File: src/rtl/pc_sequencer.sv
// Fetch-stage program counter: holds the fetch address, picks the next PC
// from sequential/branch/jump sources, and handles stalls, back-pressure and redirects.
module pc_sequencer #(
   parameter logic [31:0] RESET_PC = 32'h0000_0000,
   parameter int          CNT_W    = 16
) (
   input  logic             Clk,
   input  logic             Reset,
   input  logic             Stall,
   input  logic             BranchTaken,
   input  logic [31:0]      BranchTarget,
   input  logic             Jump,
   input  logic [31:0]      JumpTarget,
   input  logic             IMemReady,
   output logic [31:0]      PCResult,
   output logic [31:0]      PCAddResult,
   output logic             FetchValid,
   output logic             Flush,
   output logic             AlignErr,
   output logic [CNT_W-1:0] FetchCount
);

   typedef enum logic [1:0] {BOOT, RUN, HOLD, ERROR} state_t;

   state_t           state_q, state_d;
   logic [31:0]      pc_q, pc_d;
   logic             flush_q, flush_d;
   logic             align_err_q, align_err_d;
   logic [CNT_W-1:0] fetch_cnt_q, fetch_cnt_d;

   logic             redirect;
   logic [31:0]      target;

   assign redirect = Jump | BranchTaken;
   assign target   = Jump ? JumpTarget : BranchTarget;

   always_comb begin
      state_d     = state_q;
      pc_d        = pc_q;
      flush_d     = 1'b0;
      align_err_d = align_err_q;
      fetch_cnt_d = fetch_cnt_q;
      case (state_q)
         BOOT: state_d = RUN;
         RUN, HOLD: begin
            // A redirect wins over stall and back-pressure in both states.
            if (redirect) begin
               if (target[1:0] == 2'b00) begin
                  pc_d    = target;
                  flush_d = 1'b1;
                  state_d = RUN;
               end else begin
                  align_err_d = 1'b1;
                  state_d     = ERROR;
               end
            end else if (Stall) begin
               state_d = HOLD;
            end else if (state_q == HOLD) begin
               state_d = RUN;
            end else if (IMemReady) begin
               pc_d        = PCAddResult;
               fetch_cnt_d = fetch_cnt_q + CNT_W'(1);
            end
         end
         ERROR: state_d = ERROR;
         default: state_d = BOOT;
      endcase
   end

   always_ff @(posedge Clk) begin
      if (Reset) begin
         state_q     <= BOOT;
         pc_q        <= RESET_PC;
         flush_q     <= 1'b0;
         align_err_q <= 1'b0;
         fetch_cnt_q <= '0;
      end else begin
         state_q     <= state_d;
         pc_q        <= pc_d;
         flush_q     <= flush_d;
         align_err_q <= align_err_d;
         fetch_cnt_q <= fetch_cnt_d;
      end
   end

   assign PCResult    = pc_q;
   assign PCAddResult = pc_q + 32'd4;
   assign FetchValid  = (state_q == RUN);
   assign Flush       = flush_q;
   assign AlignErr    = align_err_q;
   assign FetchCount  = fetch_cnt_q;

endmodule

File: config.mk
export PLATFORM = sky130hd
export DESIGN_NAME = pc_sequencer
export DESIGN_NICKNAME = d
export VERILOG_FILES = /design/src/rtl/pc_sequencer.sv
export SDC_FILE = /design/constraint.sdc
export NUM_CORES = 1
export LEC_CHECK = 0
export ABC_AREA = 1
export BUFFER_PORTS_ARGS = -buffer_cell sky130_fd_sc_hd__buf_2
export CORE_AREA = 2 2 103 75
export DETAILED_ROUTE_END_ITERATION = 8
export DIE_AREA = 0 0 105 77
export GPL_TIMING_DRIVEN = 1
export PLACE_DENSITY = 0.92
export SLEW_MARGIN = 0
export SYNTH_ARGS = -nofsm -noshare
export SYNTH_HDL_FRONTEND = slang
export SYNTH_SLANG_ARGS = --single-unit
export TNS_END_PERCENT = 5
File: constraint.sdc
create_clock -name Clk -period 3.85 [get_ports Clk]
set_input_delay 0.385 -clock Clk [delete_from_list [all_inputs] [get_ports Clk]]
set_output_delay 0.385 -clock Clk [all_outputs]
set_load 0.01 [all_outputs]
Word level (Yosys, flattened, before mapping)
Cells that the tools add are included.
- word-level logic and storage cells: 40
- register bits: 52
- input port bits: 70
- equal/unequal tests: 7
- mux-type cells: 12
- add/subtract/negate cells: 2
- bitwise gates (word level): 6
- reductions and logical operators: 8
- operator list (cell ; number):
    two-way mux 32 bit ; 6
    adder 32 x 3 -> 32 bit (second input constant) ; 1
    adder 16 x 1 -> 16 bit (second input constant) ; 1
    AND reduction 5 bit ; 2
    two-way mux 2 bit ; 4
    one-hot mux 2 bit (3 select lines) ; 1
    inverter 1 bit ; 5
    equality test 2 bit (second input constant) ; 2
    logical NOT 2 bit ; 2
    inequality test 2 x 1 -> 1 bit (second input constant) ; 2
    inequality test 4 bit (second input constant) ; 1
    AND reduction 3 bit ; 1
    OR reduction 3 bit ; 1
    equality test 2 x 1 -> 1 bit (second input constant) ; 1
    inequality test 2 bit (second input constant) ; 1
    nonzero test 2 bit ; 1
    OR reduction 2 bit ; 1
    two-way mux 1 bit ; 1
    OR 1 bit ; 1

Logic depth before layout (Yosys ltp)
Gate-level depths: netlist of the first run.
- word-level depth: 5
- gate-level depth with buffers: 12
- gate-level depth less buffers: 12

Worst setup path after synthesis of the first run
Ideal clock, no wire load.
- kind: reg-to-output
- from: reg pc_q[2] (netlist: PCResult[2])
- to: out PCAddResult[20]
- path slack: 2.079 ns
- cell stages (with the launch flop): 8
- arrival time: 1.386 ns
- required time: 3.465 ns
- path through: dfxtp_1 -> ha_1 -> nand2_1 -> nor2_2 -> nand2_2 -> nor2_2 -> nand3_1 -> and2_1
- word-level cells in the longest chain between the ends: 1
- RTL lines (element ; line ; text):
    start: declaration ; 26 ; logic [31:0] pc_q, pc_d;
    start signal: assignment ; 79 ; pc_q <= pc_d;
    adder 32 x 3 -> 32 bit ; 87 ; assign PCAddResult = pc_q + 32'd4;
    end: declaration ; 16 ; output logic [31:0] PCAddResult,
No other way between the ends.

Worst setup path after layout of the first run
- from: in Jump
- to: reg pc_q[11] (netlist: PCResult[11])
- word-level cells in the longest chain between the ends: 4
- RTL lines (element ; line ; text):
    start: declaration ; 12 ; input logic Jump,
    two-way mux 32 bit ; 35 ; assign target = Jump ? JumpTarget : BranchTarget;
    logical NOT 2 bit ; 48 ; if (target[1:0] == 2'b00) begin
    inequality test 2 x 1 -> 1 bit (no source line) ; -- ;
    AND reduction 5 bit (no source line) ; -- ;
Several ways; a longest one is shown, not always the timed one. The select of a mux whose other input is x is not followed.
A chain may end at the register's enable or synchronous reset.

==> results of run 1 <==
==> final timing paths <==
path,startpoint,endpoint,slack [ns],cells past startpoint
setup reg to reg,state_q[0]$_SDFFE_PP0P_,PCResult[11]$_SDFFE_PP0P_,1.17,9
setup / recovery,Jump,PCResult[11]$_SDFFE_PP0P_,1.15,9
hold reg to reg,AlignErr$_SDFFE_PP0P_,AlignErr$_SDFFE_PP0P_,0.45,2
hold / removal,BranchTarget[2],PCResult[2]$_SDFFE_PP0P_,0.37,3
==> placed cells by master (no fill, tap or decap), drive strengths merged, types with 2 or more instances in the layout <==
master  instances
a21oi          45
a22o           23
a22oi           5
a31oi           2
and2            6
buf           152
clkbuf          6
dfxtp          52
ha              7
inv            44
nand2         148
nand3          25
nand3b          5
nand4           6
nor2           93
nor3            5
o21ai          42
or2             5
xnor2           5
xor2            9
==> critical path, stage by stage <==
cell     delay, ns
buf_2         0.34
nor2_8        0.53
nand2_2       0.12
nor2_4        0.26
inv_2         0.15
nand2_2       0.57
inv_4         0.27
nor2_1        0.18
a21oi_1       0.08
==> stage by stage <==
step / util / setup WS, ns / cell area (sq um) / hold WS, ns / power, W
3_3_place_gp: 0.606 / 1.02 / 4300 / 0.439 / 0.000933
2_1_floorplan: - / 2.08 / 3570 / 0.464 / 0.000817
3_5_place_dp: 0.606 / 0.869 / 4300 / 0.441 / 0.000945
4_1_cts: 0.624 / 1.18 / 4420 / 0.362 / 0.00134
6_report: 0.624 / 1.15 / 4420 / 0.372 / 0.00134
5_1_grt: 0.624 / 0.887 / 4420 / 0.399 / 0.00140
==> metal layers <==
layer,GRT usage,vias to the layer above
met5,0,-
met4,0.0587,0
met3,0.0561,10
met2,0.444,234
met1,0.383,1876
li1,-,2081
==> registers in the layout, indices dropped and copies added (netlist names) <==
| register | flops |
|---|---|
| FetchCount | 16 |
| AlignErr | 1 |
| Flush | 1 |
| PCResult | 32 |
| state_q | 2 |
==> cells in the mapped netlist (all sizes together) <==
library cell and instances:
a22o 23, inv 44, a211oi 1, a22oi 5
a21oi 45, or2 5, a31oi 2, nand3b 5
nand2 148, clkbuf 11, nand4 6, nand3 25
nor4 1, buf 13, xnor2 5, xor2 9
nor2 93, o21ai 42, and2 6, dfxtp 52
ha 7, nor3 5
==> area by class of cell <==
| type | instances | area (sq um) |
|---|---|---|
| Clock inverter | 2 | 38.8 |
| Inverter | 44 | 168 |
| Timing Repair Buffer | 152 | 761 |
| Sequential cell | 52 | 1040 |
| Clock buffer | 6 | 82.6 |
| Multi-Input combinational cell | 433 | 2210 |
| Tap cell | 98 | 123 |
| Fill cell | 695 | 2670 |
==> where the power goes <==
group | internal, W | switching, W
Sequential | 0.000570 | 0.0000464
Combinational | 0.000132 | 0.000186
Clock | 0.000213 | 0.000193
==> logic make-up after synthesis <==
logic type / Yosys count
AOI/OAI and AO/OA: 118
DFF: 52
xor gates and xnor gates: 14
adders and majority gates: 7
buffers and inverters: 68
and+or+nand+nor: 294
==> flow_summary.yaml, run 1 <==
run_status:
  status: "complete, no violations"
clock_network:
  cts.sinks: 52
  cts_tree: "yes"
  cts_max_level: 2
  post_cts.repair.setup_buffers: 0
  clk_pin_slew_ns: 0.10
  cts_buffers: 5
  cts_hold_buf: 0
  cts_resized: 0
  insertion_delay_ns: 0.31
  cts_buffer_depth: 2
  clockRootBuffer: "clkbuf_8"
die:
  coreArea_sq_mm: 0.00709
  die_w_um: 105
  boundaryPins: 153
  start_util: 0.503
  core.rowCount: 26
  die-area_sq_mm: 0.00809
  die_y_um: 77
drt:
  wl_met3_mm: 1.16
  highest_layer: "met4"
  viasPerCell: 5.34
  num_vias: 4201
  drt-initial-drc-count: 363
  wl_met1_mm: 4.93
  drc: 0
  met2_wirelength_mm: 5.04
  postRouteAntennaNets: 0
  first_pass_iters: 5
  wl_per_cell_um: 14.3
  totalWireLength_mm: 11.2
synthesis:
  syn_area_per_cell_sq_um: 6.46
  synth_fa_ha_area_frac: 0.0245
  yosysTopAreaCell: "dfxtp_1"
  synth_cells: 553
  synth-compound-area-share: 0.197
  synth_top_family_by_area: "simple AND/OR/NAND/NOR gates"
  synthMuxAreaShare: 0
  synth_simple_gate_area_share: 0.363
  synth_top_area_share: 0.292
  synth-xor-area-share: 0.0343
  netlist_area_sq_mm: 0.00357
  yosysSeqAreaShare: 0.292
  synth.area.top_cells: "dfxtp_1 (29%), nand2_1 (15%), nor2_1 (8.0%)"
  syn_nets: 630
  synth-warning-count: 0
  netlist-cell-type-count: 37
  ys_seq_elements: 52
placement:
  placed_cells: 779
  port_buffers: 152
  routabilityCongestion: 0.942
  dpl.hpwl_mm: 8.47
final_layout:
  syn2layout_area_growth_pct: 23.9
  drive_above_1_share: 0.274
  antennaDiodeCount: 0
  layout.cells.non_filler: 787
  fin_nets: 765
timing:
  tightestPinTransition_ns: 1.12
  slew_violations: 0
  slew_headroom: 0.251
  hold_viol: 0
  fin_worst_skew_ns: 0.00666
  tns_ns: 0
  fmax_ghz: 0.370
  finalCritPeriodShare: 0.702
  setup_viol: 0
  period_needed_ns: 2.70
  rsz0062_at_grt: "no"
critical_path:
  required_ns: 4.04
  critPathMaxFanout: 38
  worstPathArrival_ns: 2.90
  start_kind: "input port"
  cp-end-kind: "flop"
  crit_type: "input port to flop"
min_path:
  hold_class: "input port to flop"
power_and_ir_drop:
  ir_drop_mv: 0.246
  power_leakage_nw: 2.10
  powerDensity_mw_per_mm2: 303
global_route:
  antenna_found_initial: 0
  grt_pass1_wl_mm: 18.5
  grt_usage: 0.276
  first_global_vias: 3926
  grt_max_degree: 42
  gr-total-overflow: 0
job:
  cap_viol_max_count: 0
Power figures use the tool's default switching activity.
==> inputs of run 2 (changes only) <==
CORE_AREA = 2 2 106 77   (was 2 2 103 75)
DIE_AREA = 0 0 108 79   (was 0 0 105 77)
PLACE_DENSITY = 0.88   (was 0.92)
clock period = 2.8 ns   (was 3.85 ns; I/O delays follow)
==> run 2 against run 1 <==
Against the previous run: flip-flop and latch count stayed put; via count increased by 0.79%; register-to-register slack worse by 0.87 ns; cell count rose by 0.89%; largest cell class unchanged; count of clock-buffer cells in the layout decreased by 1; non-clock buffer count up 4; utilization fell by 3.9 points; critical path depth did not move; combinational power is 39% higher; largest power group unchanged; global-route usage shrank 1.4 points; clock power up 31%; critical endpoint is now PCResult[31]$_SDFFE_PP0P_.
==> flow_summary.yaml, run 2 (synthesis gave the netlist of run 1 again) <==
drt:
  viasPerCell: 5.33
  wl_met3_mm: 1.19
  first_pass_iters: 5
  wl_met1_mm: 5.10
  highest_layer: "met4"
  num_vias: 4234
  drt-initial-drc-count: 283
  drc: 0
  totalWireLength_mm: 11.5
  wl_per_cell_um: 14.5
  met2_wirelength_mm: 5.09
  postRouteAntennaNets: 0
final_layout:
  nFillCells: 745
  final_common_cell: "buf_2"
  syn2layout_area_growth_pct: 24.5
  final_cell_mix: "buf_2 (152), nand2_1 (145), nor2_1 (76), dfxtp_1 (52), a21oi_1 (45)"
  multi_input_area_sq_mm: 0.00221
  fin_nets: 769
  regArea_sq_mm: 0.00104
  largest_reg_flops: 32
  antennaDiodeCount: 0
  drive_above_1_share: 0.278
placement:
  port_buffers: 152
  dpl.hpwl_mm: 8.87
  routabilityCongestion: 0.931
die:
  die_y_um: 79
  die_w_um: 108
  boundaryPins: 153
  die-area_sq_mm: 0.00853
  coreArea_sq_mm: 0.00760
  core.rowCount: 27
  start_util: 0.470
run_status:
  status: "complete, no violations"
global_route:
  first_global_vias: 3958
  grt_max_degree: 31
  grt_usage: 0.262
  antenna_found_initial: 0
  gr-total-overflow: 0
  grt_pass1_wl_mm: 18.1
timing:
  period_needed_ns: 2.50
  fmax_ghz: 0.400
  tightestPinTransition_ns: 1.00
  tns_ns: 0
  setup_viol: 0
  hold_viol: 0
  finalCritPeriodShare: 0.893
  rsz0062_at_grt: "no"
  slew_headroom: 0.333
  fin_worst_skew_ns: 0.0108
  holdWs_ns: 0.288
  slew_violations: 0
clock_network:
  cts_max_level: 2
  cts.sinks: 52
  cts_tree: "yes"
  clockRootBuffer: "clkbuf_8"
  cts_buffers: 5
  cts_hold_buf: 0
  clk_pin_slew_ns: 0.10
  post_cts.repair.setup_buffers: 0
  insertion_delay_ns: 0.31
  cts_resized: 0
  cts_buffer_depth: 2
power_and_ir_drop:
  powerDensity_mw_per_mm2: 410
  power_leakage_nw: 2.11
  ir_drop_mv: 0.222
critical_path:
  reg2reg_to: "PCResult[31]$_SDFFE_PP0P_"
  start_kind: "flop"
  slowest_stage: "dfxtp_1"
  critPathMaxStageDelay_ns: 0.42
  required_ns: 3.04
  r2r_cells: 9
  worstPathArrival_ns: 2.74
  critPathMaxFanout: 24
  cp-end-kind: "flop"
  rrSetupSlack_ns: 0.30
  cp_cell_sequence: "inv_1, ha_1, nand3_1, nor2_4, inv_2, nand2_2, buf_4, o21ai_0, a21oi_1"
  crit_type: "flop to flop"
  r2r-start: "state_q[0]$_SDFFE_PP0P_"
min_path:
  worst_hold_startpoint: "BranchTarget[2]"
  hold_class: "input port to flop"
  hold_end: "PCResult[2]$_SDFFE_PP0P_"
  whs_path_depth: 3
job:
  cap_viol_max_count: 0
run 2: cell count changes in the layout (fill, tap and decap cells not counted), sizes merged:
cell	delta
buf	+4
clkbuf	-1
clkinvlp	+1
run 2: through the flow:
step	area, sq um	cells	utilization	total power (W)	worst slack [ns]
global placement	4330	786	0.570	0.00129	0.507
global route	4450	794	0.585	0.00190	0.140
floorplan	3570	553	-	0.00112	1.09
detailed placement	4330	786	0.570	0.00130	0.397
finish	4450	794	0.585	0.00182	0.299
CTS	4450	794	0.585	0.00182	0.362
run 2: worst max-delay path by stage:
| stage | slack, ns | cells past startpoint | start | end |
|---|---|---|---|---|
| floorplan | 1.09 | 11 | state_q[0]$_SDFFE_PP0P_ | PCResult[16]$_SDFFE_PP0P_ |
| global placement | 0.51 | 9 | state_q[0]$_SDFFE_PP0P_ | PCResult[21]$_SDFFE_PP0P_ |
| detailed placement | 0.40 | 9 | state_q[0]$_SDFFE_PP0P_ | PCResult[31]$_SDFFE_PP0P_ |
| CTS | 0.36 | 9 | state_q[0]$_SDFFE_PP0P_ | PCResult[31]$_SDFFE_PP0P_ |
| global route | 0.14 | 9 | state_q[0]$_SDFFE_PP0P_ | PCResult[26]$_SDFFE_PP0P_ |
| finish | 0.30 | 9 | state_q[0]$_SDFFE_PP0P_ | PCResult[31]$_SDFFE_PP0P_ |
run 2: layer usage:
metal,track usage,vias to the layer above
met5,0,-
met4,0.0564,0
li1,-,2098
met1,0.356,1886
met2,0.425,236
met3,0.0616,14
run 2: cell type report:
cell class	count	share of cell area
clock buffer	5	0.0155
clock inverter	3	0.00957
inverter	44	0.0377
multi-input combinational	433	0.497
sequential	52	0.234
tap	101	0.0284
timing repair buffer	156	0.178
run 2: critical path: cells and delay by family (launching register included):
kind	cells	cell delay [ns]
fa+ha+maj	1	0.35
simple gates	3	0.85
flops	1	0.42
compound gates	2	0.25
buf+inv	3	0.56
run 2: power by group:
part | switching (W) | internal (W) | total, W
logic | 0.000258 | 0.000185 | 0.000443
registers | 0.0000658 | 0.000784 | 0.000850
clock network | 0.000265 | 0.000265 | 0.000530
==> inputs of run 3 (changes only) <==
SETUP_SLACK_MARGIN = 0.4   (was default)
==> run 3 against run 2 <==
Against the previous run: worst hold slack got worse by 0.00072 ns; fmax increased by 3.4%; via count decreased by 0.26%; cell area increased by 0.17%; wire length decreased by 0.27%; die area unchanged; clock power about the same; critical path type is now flop to output pin; highest routed layer unchanged.
==> flow_summary.yaml, run 3 (synthesis gave the netlist of run 1 again) <==
die:
  die_w_um: 108
  core.rowCount: 27
  start_util: 0.470
  die_y_um: 79
  coreArea_sq_mm: 0.00760
  boundaryPins: 153
  die-area_sq_mm: 0.00853
global_route:
  grt_pass1_wl_mm: 18.1
  antenna_found_initial: 0
  grt_usage: 0.262
  first_global_vias: 3958
  gr-total-overflow: 0
  grt_max_degree: 31
clock_network:
  cts_buffers: 5
  cts_hold_buf: 0
  post_cts.repair.setup_buffers: 0
  clockRootBuffer: "clkbuf_8"
  clk_pin_slew_ns: 0.10
  cts_buffer_depth: 2
  cts_max_level: 2
  cts_tree: "yes"
  cts.sinks: 52
  cts_resized: 1
  insertion_delay_ns: 0.31
power_and_ir_drop:
  powerDensity_mw_per_mm2: 409
  power_frac_seq: 0.466
  switchingPower_w: 0.000588
  power_frac_comb: 0.243
  p_int_w: 0.00123
  clock_power_share: 0.290
  switching_share: 0.322
  ir_drop_mv: 0.220
  power_leakage_nw: 2.11
final_layout:
  syn2layout_area_growth_pct: 24.7
  final_common_cell: "buf_2"
  drive_above_1_share: 0.280
  largest_reg_flops: 32
  fin_nets: 769
  final_cell_mix: "buf_2 (152), nand2_1 (145), nor2_1 (75), dfxtp_1 (52), a21oi_1 (45)"
  antennaDiodeCount: 0
  layout.cells.non_filler: 794
timing:
  finalCritPeriodShare: 0.863
  fmax_ghz: 0.414
  rsz0062_at_grt: "yes"
  fin_worst_skew_ns: 0.00805
  setup_viol: 0
  slew_violations: 0
  hold_viol: 0
  slew_headroom: 0.340
  tns_ns: 0
  setup_ws_ns: 0.382
  period_needed_ns: 2.42
  tightestPinTransition_ns: 0.989
  holdWs_ns: 0.288
min_path:
  whs_path_depth: 3
  hold_class: "input port to flop"
  hold_end: "PCResult[2]$_SDFFE_PP0P_"
  worst_hold_startpoint: "BranchTarget[2]"
placement:
  dpl.hpwl_mm: 8.87
  routabilityCongestion: 0.931
  dpl_worst_slack_ns: 0.397
  port_buffers: 152
  placed_cells: 786
drt:
  drc: 0
  wl_per_cell_um: 14.5
  num_vias: 4223
  first_pass_iters: 5
  postRouteAntennaNets: 0
  viasPerCell: 5.32
  drt-initial-drc-count: 274
  totalWireLength_mm: 11.5
critical_path:
  required_ns: 2.52
  rrSetupSlack_ns: 0.46
  r2r_cells: 9
  cp-end-kind: "output pin"
  critPathMaxStageDelay_ns: 0.43
  slowest_stage: "dfxtp_1"
  critPathTopFamily: "simple AND/OR/NAND/NOR gates"
  critPathBufInv: 1
  cp_cell_sequence: "ha_1, nand2_1, nor2_2, nand2_2, nor2_1, or2_2, and2_1, buf_2"
  critPathMaxFanout: 5
  reg2reg_to: "PCResult[18]$_SDFFE_PP0P_"
  crit_type: "flop to output pin"
  r2r-start: "state_q[0]$_SDFFE_PP0P_"
  start_kind: "flop"
  worstPathArrival_ns: 2.14
job:
  cap_viol_max_count: 0
run_status:
  status: "complete, no violations"
-- run 3: cell counts in the layout (fill, tap and decap cells not counted) --
No cell type changed its count.
-- run 3: worst max-delay path by stage --
stage,cells after the start,slack [ns],to,from
2_1_floorplan,11,1.09,PCResult[16]$_SDFFE_PP0P_,state_q[0]$_SDFFE_PP0P_
3_3_place_gp,9,0.51,PCResult[21]$_SDFFE_PP0P_,state_q[0]$_SDFFE_PP0P_
3_5_place_dp,9,0.40,PCResult[31]$_SDFFE_PP0P_,state_q[0]$_SDFFE_PP0P_
4_1_cts,8,0.43,PCAddResult[14],PCResult[3]$_SDFFE_PP0P_
5_1_grt,8,0.29,PCAddResult[14],PCResult[2]$_SDFFE_PP0P_
6_report,8,0.38,PCAddResult[14],PCResult[2]$_SDFFE_PP0P_
-- run 3: worst min-delay path, cell delays in order --
cell,delay [ns]
buf_2,0.09
a21oi_1,0.06
a21oi_1,0.12
-- run 3: metal layers --
metal,vias up,global-route usage,share of wire
met5,-,0,0
met4,0,0.0564,0.015
met3,16,0.0616,0.095
met2,221,0.425,0.44
met1,1888,0.356,0.45
li1,2098,-,-
-- run 3: area by class of cell --
type                       instances  area (sq um)
fill                             746          3150
multi-input combinational        433          2220
sequential                        52          1040
timing repair buffer             156           791
inverter                          44           168
tap                              101           126
clock buffer                       5          68.8
clock inverter                     3          42.5
-- run 3: per-stage QoR --
stage	utilization	total power (W)	instance area (sq um)
2_1_floorplan	-	0.00112	3570
3_3_place_gp	0.570	0.00129	4330
3_5_place_dp	0.570	0.00130	4330
4_1_cts	0.586	0.00182	4450
5_1_grt	0.586	0.00190	4450
6_report	0.586	0.00182	4450
-- run 3: power by group through the flow --
| stage | registers [W] | clock network, W | logic (W) |
|---|---|---|---|
| after CTS | 0.000847 | 0.000534 | 0.000442 |
| after detailed placement | 0.000864 | 0 | 0.000440 |
| after global placement | 0.000860 | 0 | 0.000429 |
| final | 0.000850 | 0.000529 | 0.000443 |
| after floorplan | 0.000867 | 0 | 0.000256 |
| after global routing | 0.000857 | 0.000559 | 0.000488 |
